<file path="config.mk">
export PLATFORM = sky130hd
export DESIGN_NAME = spi_tx_arbiter_flat
export DESIGN_NICKNAME = d
export VERILOG_FILES = /design/src/rtl/spi_tx_arbiter_if.sv /design/src/rtl/spi_tx_arbiter.sv /design/src/flat_wrapper.sv
export SDC_FILE = /design/constraint.sdc
export NUM_CORES = 1
export LEC_CHECK = 0
export BUFFER_PORTS_ARGS = -buffer_cell sky130_fd_sc_hd__buf_2
export CORE_MARGIN = 4
export CORE_UTILIZATION = 42
export CTS_CLUSTER_SIZE = 40
export DETAILED_ROUTE_END_ITERATION = 16
export PLACE_DENSITY = 0.78
export SYNTH_ARGS = -nofsm -noshare
export SYNTH_HDL_FRONTEND = slang
export SYNTH_SLANG_ARGS = --single-unit
</file>
<file path="constraint.sdc">
create_clock -name clk_in -period 2 [get_ports clk_in]
set_input_delay 0.4 -clock clk_in [delete_from_list [all_inputs] [get_ports clk_in]]
set_output_delay 0.4 -clock clk_in [all_outputs]
set_load 0.01 [all_outputs]
</file>
<file path="src/rtl/spi_tx_arbiter_if.sv">
// Requester/transmitter bundle for spi_tx_arbiter; master = arbiter side, slave = requesters + transmitter.
// No latency of its own; flow control is req held until done/fail, tx_start answered by tx_done/tx_error.
interface spi_tx_arbiter_if #(
  parameter int spi_count = 32,
  parameter int NUM_REQ   = 4
);
  logic [NUM_REQ-1:0]           req;
  logic [NUM_REQ*spi_count-1:0] req_data;
  logic                         tx_start;
  logic [spi_count-1:0]         tx_data;
  logic                         tx_done;
  logic                         tx_error;
  logic [NUM_REQ-1:0]           gnt;
  logic [NUM_REQ-1:0]           done;
  logic [NUM_REQ-1:0]           fail;
  logic                         busy;
  logic [1:0]                   state;

  modport master (
    input  req, req_data, tx_done, tx_error,
    output tx_start, tx_data, gnt, done, fail, busy, state
  );

  modport slave (
    output req, req_data, tx_done, tx_error,
    input  tx_start, tx_data, gnt, done, fail, busy, state
  );
endinterface

</file>
<file path="src/rtl/spi_tx_arbiter.sv">
// Round-robin arbiter feeding one SPI transmitter with bounded retry; SPI_ARB_TIMEOUT_EN adds a WAIT watchdog.
// tx_start 2 cycles after req in IDLE; requesters hold req until done/fail, one transfer in flight at a time.
module spi_tx_arbiter #(
  parameter int spi_count = 32,
  parameter int NUM_REQ   = 4,
  parameter int MAX_RETRY = 3,
  parameter int TIMEOUT   = 1024
) (
  input logic              clk_in,
  input logic              reset,
  spi_tx_arbiter_if.master bus
);
  localparam int IDXW = $clog2(NUM_REQ);
  localparam int RTYW = (MAX_RETRY > 0) ? $clog2(MAX_RETRY + 1) : 1;

  typedef enum logic [1:0] {IDLE = 2'd0, LOAD = 2'd1, WAIT = 2'd2, RETIRE = 2'd3} state_t;

  state_t               state_q, state_d;
  logic [IDXW-1:0]      rr_ptr_q, rr_ptr_d;
  logic [IDXW-1:0]      gnt_idx_q, gnt_idx_d;
  logic [RTYW-1:0]      retry_q, retry_d;
  logic [spi_count-1:0] tx_data_q, tx_data_d;
  logic                 tx_start_q, tx_start_d;
  logic                 ok_q, ok_d;
  logic                 tx_done_q;
  logic                 pick_vld;
  logic [IDXW-1:0]      pick_idx, scan_idx;
  logic                 tx_done_rise, attempt_bad, busy;
  logic [NUM_REQ-1:0]   gnt_onehot;

`ifdef SPI_ARB_TIMEOUT_EN
  localparam int WDW = $clog2(TIMEOUT + 1);
  logic [WDW-1:0] wdog_q, wdog_d;
  logic           wdog_hit;

  assign wdog_hit = (state_q == WAIT) && (wdog_q == WDW'(TIMEOUT - 1));

  always_comb begin
    wdog_d = wdog_q;
    if (state_q == LOAD) begin
      wdog_d = '0;
    end else if ((state_q == WAIT) && !wdog_hit) begin
      wdog_d = wdog_q + WDW'(1);
    end
  end

  always_ff @(posedge clk_in or negedge reset) begin
    if (!reset) wdog_q <= '0;
    else        wdog_q <= wdog_d;
  end

  // A watchdog expiry is just another failed attempt.
  assign attempt_bad = bus.tx_error || wdog_hit;
`else
  assign attempt_bad = bus.tx_error;
`endif

  assign tx_done_rise = bus.tx_done & ~tx_done_q;

  // Scan downward so the closest index at/after rr_ptr wins the last write.
  always_comb begin
    pick_vld = 1'b0;
    pick_idx = '0;
    scan_idx = '0;
    for (int k = NUM_REQ - 1; k >= 0; k--) begin
      scan_idx = IDXW'((int'(rr_ptr_q) + k) % NUM_REQ);
      if (bus.req[scan_idx]) begin
        pick_vld = 1'b1;
        pick_idx = scan_idx;
      end
    end
  end

  always_comb begin
    state_d    = state_q;
    rr_ptr_d   = rr_ptr_q;
    gnt_idx_d  = gnt_idx_q;
    retry_d    = retry_q;
    tx_data_d  = tx_data_q;
    ok_d       = ok_q;
    tx_start_d = 1'b0;
    case (state_q)
      IDLE: begin
        if (pick_vld) begin
          gnt_idx_d = pick_idx;
          tx_data_d = bus.req_data[int'(pick_idx)*spi_count +: spi_count];
          retry_d   = '0;
          state_d   = LOAD;
        end
      end
      LOAD: begin
        tx_start_d = 1'b1;
        state_d    = WAIT;
      end
      WAIT: begin
        // Error wins over a coincident completion edge.
        if (attempt_bad) begin
          if (retry_q < RTYW'(MAX_RETRY)) begin
            retry_d = retry_q + RTYW'(1);
            state_d = LOAD;
          end else begin
            ok_d    = 1'b0;
            state_d = RETIRE;
          end
        end else if (tx_done_rise) begin
          ok_d    = 1'b1;
          state_d = RETIRE;
        end
      end
      RETIRE: begin
        rr_ptr_d = (gnt_idx_q == IDXW'(NUM_REQ - 1)) ? '0 : gnt_idx_q + IDXW'(1);
        state_d  = IDLE;
      end
      default: state_d = IDLE;
    endcase
  end

  always_ff @(posedge clk_in or negedge reset) begin
    if (!reset) begin
      state_q    <= IDLE;
      rr_ptr_q   <= '0;
      gnt_idx_q  <= '0;
      retry_q    <= '0;
      tx_data_q  <= '0;
      tx_start_q <= 1'b0;
      ok_q       <= 1'b0;
      tx_done_q  <= 1'b0;
    end else begin
      state_q    <= state_d;
      rr_ptr_q   <= rr_ptr_d;
      gnt_idx_q  <= gnt_idx_d;
      retry_q    <= retry_d;
      tx_data_q  <= tx_data_d;
      tx_start_q <= tx_start_d;
      ok_q       <= ok_d;
      tx_done_q  <= bus.tx_done;
    end
  end

  assign busy       = (state_q != IDLE);
  assign gnt_onehot = NUM_REQ'(1) << gnt_idx_q;

  assign bus.tx_start = tx_start_q;
  assign bus.tx_data  = tx_data_q;
  assign bus.busy     = busy;
  assign bus.state    = state_q;
  assign bus.gnt      = busy ? gnt_onehot : '0;
  assign bus.done     = ((state_q == RETIRE) && ok_q)  ? gnt_onehot : '0;
  assign bus.fail     = ((state_q == RETIRE) && !ok_q) ? gnt_onehot : '0;
endmodule

</file>
<file path="src/flat_wrapper.sv">
// flat-port wrapper written by rule: the top's interface ports become plain ports
module spi_tx_arbiter_flat 
#(
  parameter int spi_count = 32,
  parameter int NUM_REQ   = 4,
  parameter int MAX_RETRY = 3,
  parameter int TIMEOUT   = 1024
)
  (clk_in, reset, bus_req, bus_req_data, bus_tx_done, bus_tx_error, bus_tx_start, bus_tx_data, bus_gnt, bus_done, bus_fail, bus_busy, bus_state);
  spi_tx_arbiter_if #(.spi_count(spi_count), .NUM_REQ(NUM_REQ)) bus_i ();
  input logic clk_in;
  input logic reset;
  input wire logic [$bits(bus_i.req)-1:0] bus_req;
  input wire logic [$bits(bus_i.req_data)-1:0] bus_req_data;
  input wire logic [$bits(bus_i.tx_done)-1:0] bus_tx_done;
  input wire logic [$bits(bus_i.tx_error)-1:0] bus_tx_error;
  output wire logic [$bits(bus_i.tx_start)-1:0] bus_tx_start;
  output wire logic [$bits(bus_i.tx_data)-1:0] bus_tx_data;
  output wire logic [$bits(bus_i.gnt)-1:0] bus_gnt;
  output wire logic [$bits(bus_i.done)-1:0] bus_done;
  output wire logic [$bits(bus_i.fail)-1:0] bus_fail;
  output wire logic [$bits(bus_i.busy)-1:0] bus_busy;
  output wire logic [$bits(bus_i.state)-1:0] bus_state;
  assign bus_i.req = bus_req;
  assign bus_i.req_data = bus_req_data;
  assign bus_i.tx_done = bus_tx_done;
  assign bus_i.tx_error = bus_tx_error;
  assign bus_tx_start = bus_i.tx_start;
  assign bus_tx_data = bus_i.tx_data;
  assign bus_gnt = bus_i.gnt;
  assign bus_done = bus_i.done;
  assign bus_fail = bus_i.fail;
  assign bus_busy = bus_i.busy;
  assign bus_state = bus_i.state;
  spi_tx_arbiter #(.spi_count(spi_count), .NUM_REQ(NUM_REQ), .MAX_RETRY(MAX_RETRY), .TIMEOUT(TIMEOUT)) u_core (.clk_in(clk_in), .reset(reset), .bus(bus_i));
endmodule
</file>
# After elaboration in Yosys (flattened, before gate mapping)
# Index checks and enable logic that the tools add are counted.
[op_classes] add_sub_neg=5 n_lt_le_gt_ge=5 n_eq_ne=9 n_shift=2 muxes=33 bitwise_logic=2 n_reduce_logical=11
[op_table] cell="$shiftx 128x8->32" n=1
[op_table] cell="$mux 2" n=12
[op_table] cell="$lt 2x3->1 const B" n=4
[op_table] cell="$mux 1" n=12
[op_table] cell="$mux 4" n=3
[op_table] cell="$bmux 1 s2" n=4
[op_table] cell="$pmux 2 s4" n=1
[op_table] cell="$add 2x1->2 const B" n=3
[op_table] cell="$eq 2x2->1 const B" n=3
[op_table] cell="$reduce_bool 2->1" n=3
[op_table] cell="$add 2x2->2 const B" n=2
[op_table] cell="$ne 2x1->1 const B" n=2
[op_table] cell="$ne 2x2->1 const B" n=2
[op_table] cell="$pmux 2 s2" n=1
[op_table] cell="$reduce_and 2->1" n=2
[op_table] cell="$reduce_and 4->1" n=1
[op_table] cell="$shl 1x2->4 const A" n=1
[op_table] cell="$ne 3x2->1 const B" n=1
[op_table] cell="$reduce_and 3->1" n=1
[op_table] cell="$eq 2x1->1 const B" n=1
[op_table] cell="$logic_and 1x1->1" n=2
[op_table] cell="$logic_not 2->1" n=1
[op_table] cell="$lt 2x2->1 const B" n=1
[op_table] cell="$and 1x1->1" n=1
[op_table] cell="other kinds (2)" n=2
[word_totals] register_bits=43 inputBits=136 out_inout_bits=48

# Longest topological paths before layout
[logic_depth] word_depth=9 mapped_depth=7 ltp_nobuf=5

# Worst setup path before layout
# Ideal clock, no wire load.
[synth_timing] path_kind="input to register" from="input port bus_req[3]" to="register u_core.tx_data_q[11] (netlist: u_core.bus.tx_data[11])" setup_ps=138 t_arrival_ps=1510 required_ps=1862 slack_ps=352 cell_stages=6 path_cell_list="or4_4 -> nand2_4 -> or2_1 -> buf_6 -> buf_6 -> o221ai_1"
[synth_between] elab_chain_cells=7 elab_cells_between_ends=18
[synth_rtl] element="from (decl)" line="flat_wrapper.sv:13" source="input wire logic [$bits(bus_i.req)-1:0] bus_req;"
[synth_rtl] element="$bmux 1 s2" line="spi_tx_arbiter.sv:67" source="if (bus.req[scan_idx]) begin"
[synth_rtl] element="$mux 1 (not written as such)" line="spi_tx_arbiter.sv:67"
[synth_rtl] element="$mux 2 / $mux 1 (equally long branches) (4 in a row)" line="spi_tx_arbiter.sv:67"
[synth_rtl] element="$shiftx 128x8->32 / $reduce_and 2->1 (equally long branches)"
[synth_rtl] element="to (signal assigned)" line="spi_tx_arbiter.sv:133" source="tx_data_q <= tx_data_d;"
[synth_rtl] element="to (decl)" line="spi_tx_arbiter.sv:22" source="logic [spi_count-1:0] tx_data_q, tx_data_d;"
# Several ways; a longest one is shown, not always the timed one. The select of a mux whose other input is x is not followed.
# A chain may end at the register's enable or synchronous reset.

# Worst setup path after layout
[layout_timing] from="register u_core.rr_ptr_q[0]" to="register u_core.tx_data_q[3] (netlist: u_core.bus.tx_data[3])"
[layout_between] elab_chain_cells=8 elab_cells_between_ends=21
[layout_rtl] element="from (decl)" line="spi_tx_arbiter.sv:19" source="logic [IDXW-1:0] rr_ptr_q, rr_ptr_d;"
[layout_rtl] element="from (signal assigned)" line="spi_tx_arbiter.sv:130" source="rr_ptr_q <= rr_ptr_d;"
[layout_rtl] element="$add 2x2->2" line="spi_tx_arbiter.sv:66" source="scan_idx = IDXW'((int'(rr_ptr_q) + k) % NUM_REQ);"
[layout_rtl] element="$bmux 1 s2" line="spi_tx_arbiter.sv:67"
[layout_rtl] element="$mux 1 (not written as such)" line="spi_tx_arbiter.sv:67"
[layout_rtl] element="$mux 2 / $mux 1 (equally long branches) (4 in a row)" line="spi_tx_arbiter.sv:67"
[layout_rtl] element="$shiftx 128x8->32 / $reduce_and 2->1 (equally long branches)"
# Several ways; a longest one is shown, not always the timed one. The select of a mux whose other input is x is not followed.

==> out/metrics.cfg <==
[cts]
clock_path_buffers=2
clk_latency_ps=290
clockRootBuffer=clkbuf_8
cts_tree=built
clk_pin_slew_ps=80
cts_setup_buffers=0
h-tree-depth=2
clock-sinks=43
cts_made_buffers=5

[critical_path]
path_cells=o221a_1 -> o22ai_4 -> buf_12 -> mux2i_1 -> o221ai_1
rrSetupSlack_ps=210
critPathRequiredTime_ps=2160
critPathMaxStageDelay_ps=410
critPathMaxFanout=37
crit_arrival_ps=1950
timing.rr.end=u_core.bus.tx_data[3]
timing.rr.start=u_core.rr_ptr_q[0]
critical_path_class=reg -> reg
cp-start-kind=flip-flop
endpoint_kind=flip-flop
slowest_stage=dfrtp_1
r2r_cells=5

[synth]
synth.distinct_cells=34
async_reset_ff_share_pct=100.0
synth-seq-cells=43
synthSimpleGateAreaFrac_pct=12.30
syn_area_um2=2726
synth_top_area_share_pct=39.47
synthFlopType=dfrtp_1
netlist_instances=256
synth_compound_area_share_pct=15.14
muxShareOfSynthArea_pct=24.32
yosys_warnings=0
yosysSeqAreaShare_pct=39.47
synth_enable_flop_cells=0
synthTopCellsByArea=dfrtp_1, mux2i_1, o221ai_1
synth_top_family_by_area=multiplexers
synth_fa_ha_area_share_pct=2.295
yosysTopAreaCell=dfrtp_1
synth_xor_area_share_pct=0
mappedNetlistNets=397
synth_area_per_cell_um2=10.65

[floorplan]
dieWidth_um=88.57
row_count=29
fp.dieH_um=88.57
ios=184
core_um2=6314
initial_core_util_pct=43.18
fp.dieArea_um2=7845

[power]
p_switching_mw=2.097
switching_share_pct=41.48
power.density_nw_per_um2=1324
seqPwrFrac_pct=30.9
p_comb_share_pct=57.2
clkPwrFrac_pct=11.9
p_leak_nw=2.203
peakVddDrop_mv=0.6768
p_int_mw=2.958

[layout]
drive_gt1_share_pct=48.52
regArea_um2=1079
fill_cells=561
fin_cells=516
nets=579
diodes=0
area_growth_pct=40.06
multi_input_area_um2=1481

[global_route]
grt_overflow=0
grt_pass1_vias=2681
grt_max_degree=38
grt_pass1_wl_mm=12.05
track_usage_pct=19.32
antenna_found_initial=0

[flow_run]
maxCapViolations=0

[sta]
slew_violations=0
hold_viol_final=0
fin_hold_ws_ps=65.42
period_share_pct=89.53
tns_ps=0
fmax_mhz=558.4
slew_headroom_pct=66.35
worst_slack_ps=209.3
finalSetupViolCount=0
rsz0062_at_grt=no
skew_ps=7.052
finalCriticalPeriod_ps=1791
tightestPinTransition_ps=504.7

[place]
place_ws_ps=97.69
gp_congestion=0.7386
io_buffers=183
dpl.hpwl_mm=6.234
placedCellCount=508

[routing]
antenna_left=0
drtIter0Drc=77
routed_wl_mm=7.687
routed_via_density=5.120
firstDrtPassIters=4
wl_per_cell_um=14.90
vias=2642
drcViolationCount=0

[status]
status=completed

[worst_hold_path]
hold_path_class=in -> async

-- synthesized netlist by cell type, types with 2 or more instances --
cell type / n
o221ai_2: 4
and2_1: 8
mux2i_1: 64
dfrtp_1: 43
clkbuf_1: 2
buf_6: 9
buf_2: 6
a31oi_1: 2
mux2_2: 2
inv_1: 8
nand2_1: 40
o221ai_1: 28
nor2_1: 4
ha_1: 5
a22o_1: 2
o21ai_0: 4
nor2b_1: 8
-- per-stage QoR --
stage / instance area (µm²) / util, % / power, mW
finish: 3819 / 60.48 / 5.055
global route: 3819 / 60.48 / 5.479
CTS: 3816 / 60.44 / 5.121
detailed placement: 3712 / 58.80 / 4.508
global placement: 3712 / 58.80 / 4.397
floorplan: 2726 / - / 3.547
-- sequential cells by signal, indices dropped and copies added (netlist names) --
name / cells
u_core.bus.state: 2
u_core.bus.tx_data: 32
u_core.bus.tx_start: 1
u_core.gnt_idx_q: 2
u_core.ok_q: 1
u_core.retry_q: 2
u_core.rr_ptr_q: 2
u_core.tx_done_q: 1
-- what timing repair did --
| item | CTS | global route |
|---|---|---|
| gates resized for setup | 0 | 2 |
| endpoints found under the hold margin | 0 | 0 |
| setup endpoints to repair | 0 | 4 |
| hold buffers | 0 | 0 |
-- logic make-up (layout without fill, tap and decap cells) --
kind of cell,Yosys count,in the layout
AO/OA/AOI/OAI,47,47
adder cells (fa/ha/maj),5,5
buffers and inverters,26,209
flip-flops,43,43
multiplexers,66,66
AND/OR/NAND/NOR,69,69
-- power by group through the flow --
stage                     Combinational (mW)  Clock (mW)  Sequential [mW]
after global placement                  2.83           0             1.56
after global routing                    3.19       0.669             1.62
after floorplan                         1.86           0             1.69
after detailed placement                2.95           0             1.56
after CTS                               2.94       0.621             1.56
final                                   2.89       0.601             1.56
-- routing by layer --
metal / wire [µm] / vias up / GRT usage, % / share of wire, %
li1: - / 1311 / - / -
met1: 2958 / 1216 / 23.48 / 38
met2: 3999 / 110 / 35.28 / 52
met3: 665 / 5 / 3.538 / 8.7
met4: 64 / 0 / 4.670 / 0.83
met5: 0 / - / 0 / 0
-- final cells by class --
type | instances | area share [%]
multi-input combinational | 187 | 38.79
sequential | 43 | 28.24
clock inverter | 1 | 0.1966
tap | 77 | 2.523
clock buffer | 7 | 2.523
timing repair buffer | 193 | 26.93
inverter | 8 | 0.7864
-- cell usage in the layout, fill, tap and decap left out, types with 2 or more instances in the layout --
cell type	n
a22o_1	2
nand2_1	40
nor2b_1	8
dfrtp_2	2
mux2_2	2
mux2i_1	64
o21ai_0	4
nor2_1	4
dfrtp_1	41
buf_4	7
buf_2	183
o221ai_2	4
inv_1	8
and2_1	8
a31oi_1	2
clkbuf_8	7
ha_1	5
buf_12	3
o221ai_1	28
-- critical path: cells and delay by family, from the launching register on --
| kind | cells | cell delay [ps] |
|---|---|---|
| compound gates | 3 | 660 |
| flops | 1 | 410 |
| buf+inv | 1 | 290 |
| mux | 1 | 270 |
-- worst max-delay path by stage --
| stage | cells after the start | to | slack, ps | start |
|---|---|---|---|---|
| after global placement | 7 | u_core.bus.tx_data[3] | 130 | bus_req[2] |
| after CTS | 4 | bus_fail[0] | 80 | u_core.bus.state[1] |
| after detailed placement | 7 | u_core.bus.tx_data[3] | 100 | bus_req[2] |
| final | 5 | u_core.bus.tx_data[3] | 210 | u_core.rr_ptr_q[0] |
| after floorplan | 6 | u_core.bus.tx_data[11] | 350 | bus_req[3] |
| after global routing | 4 | bus_fail[0] | 50 | u_core.bus.state[1] |
Power figures use the tool's default switching activity.
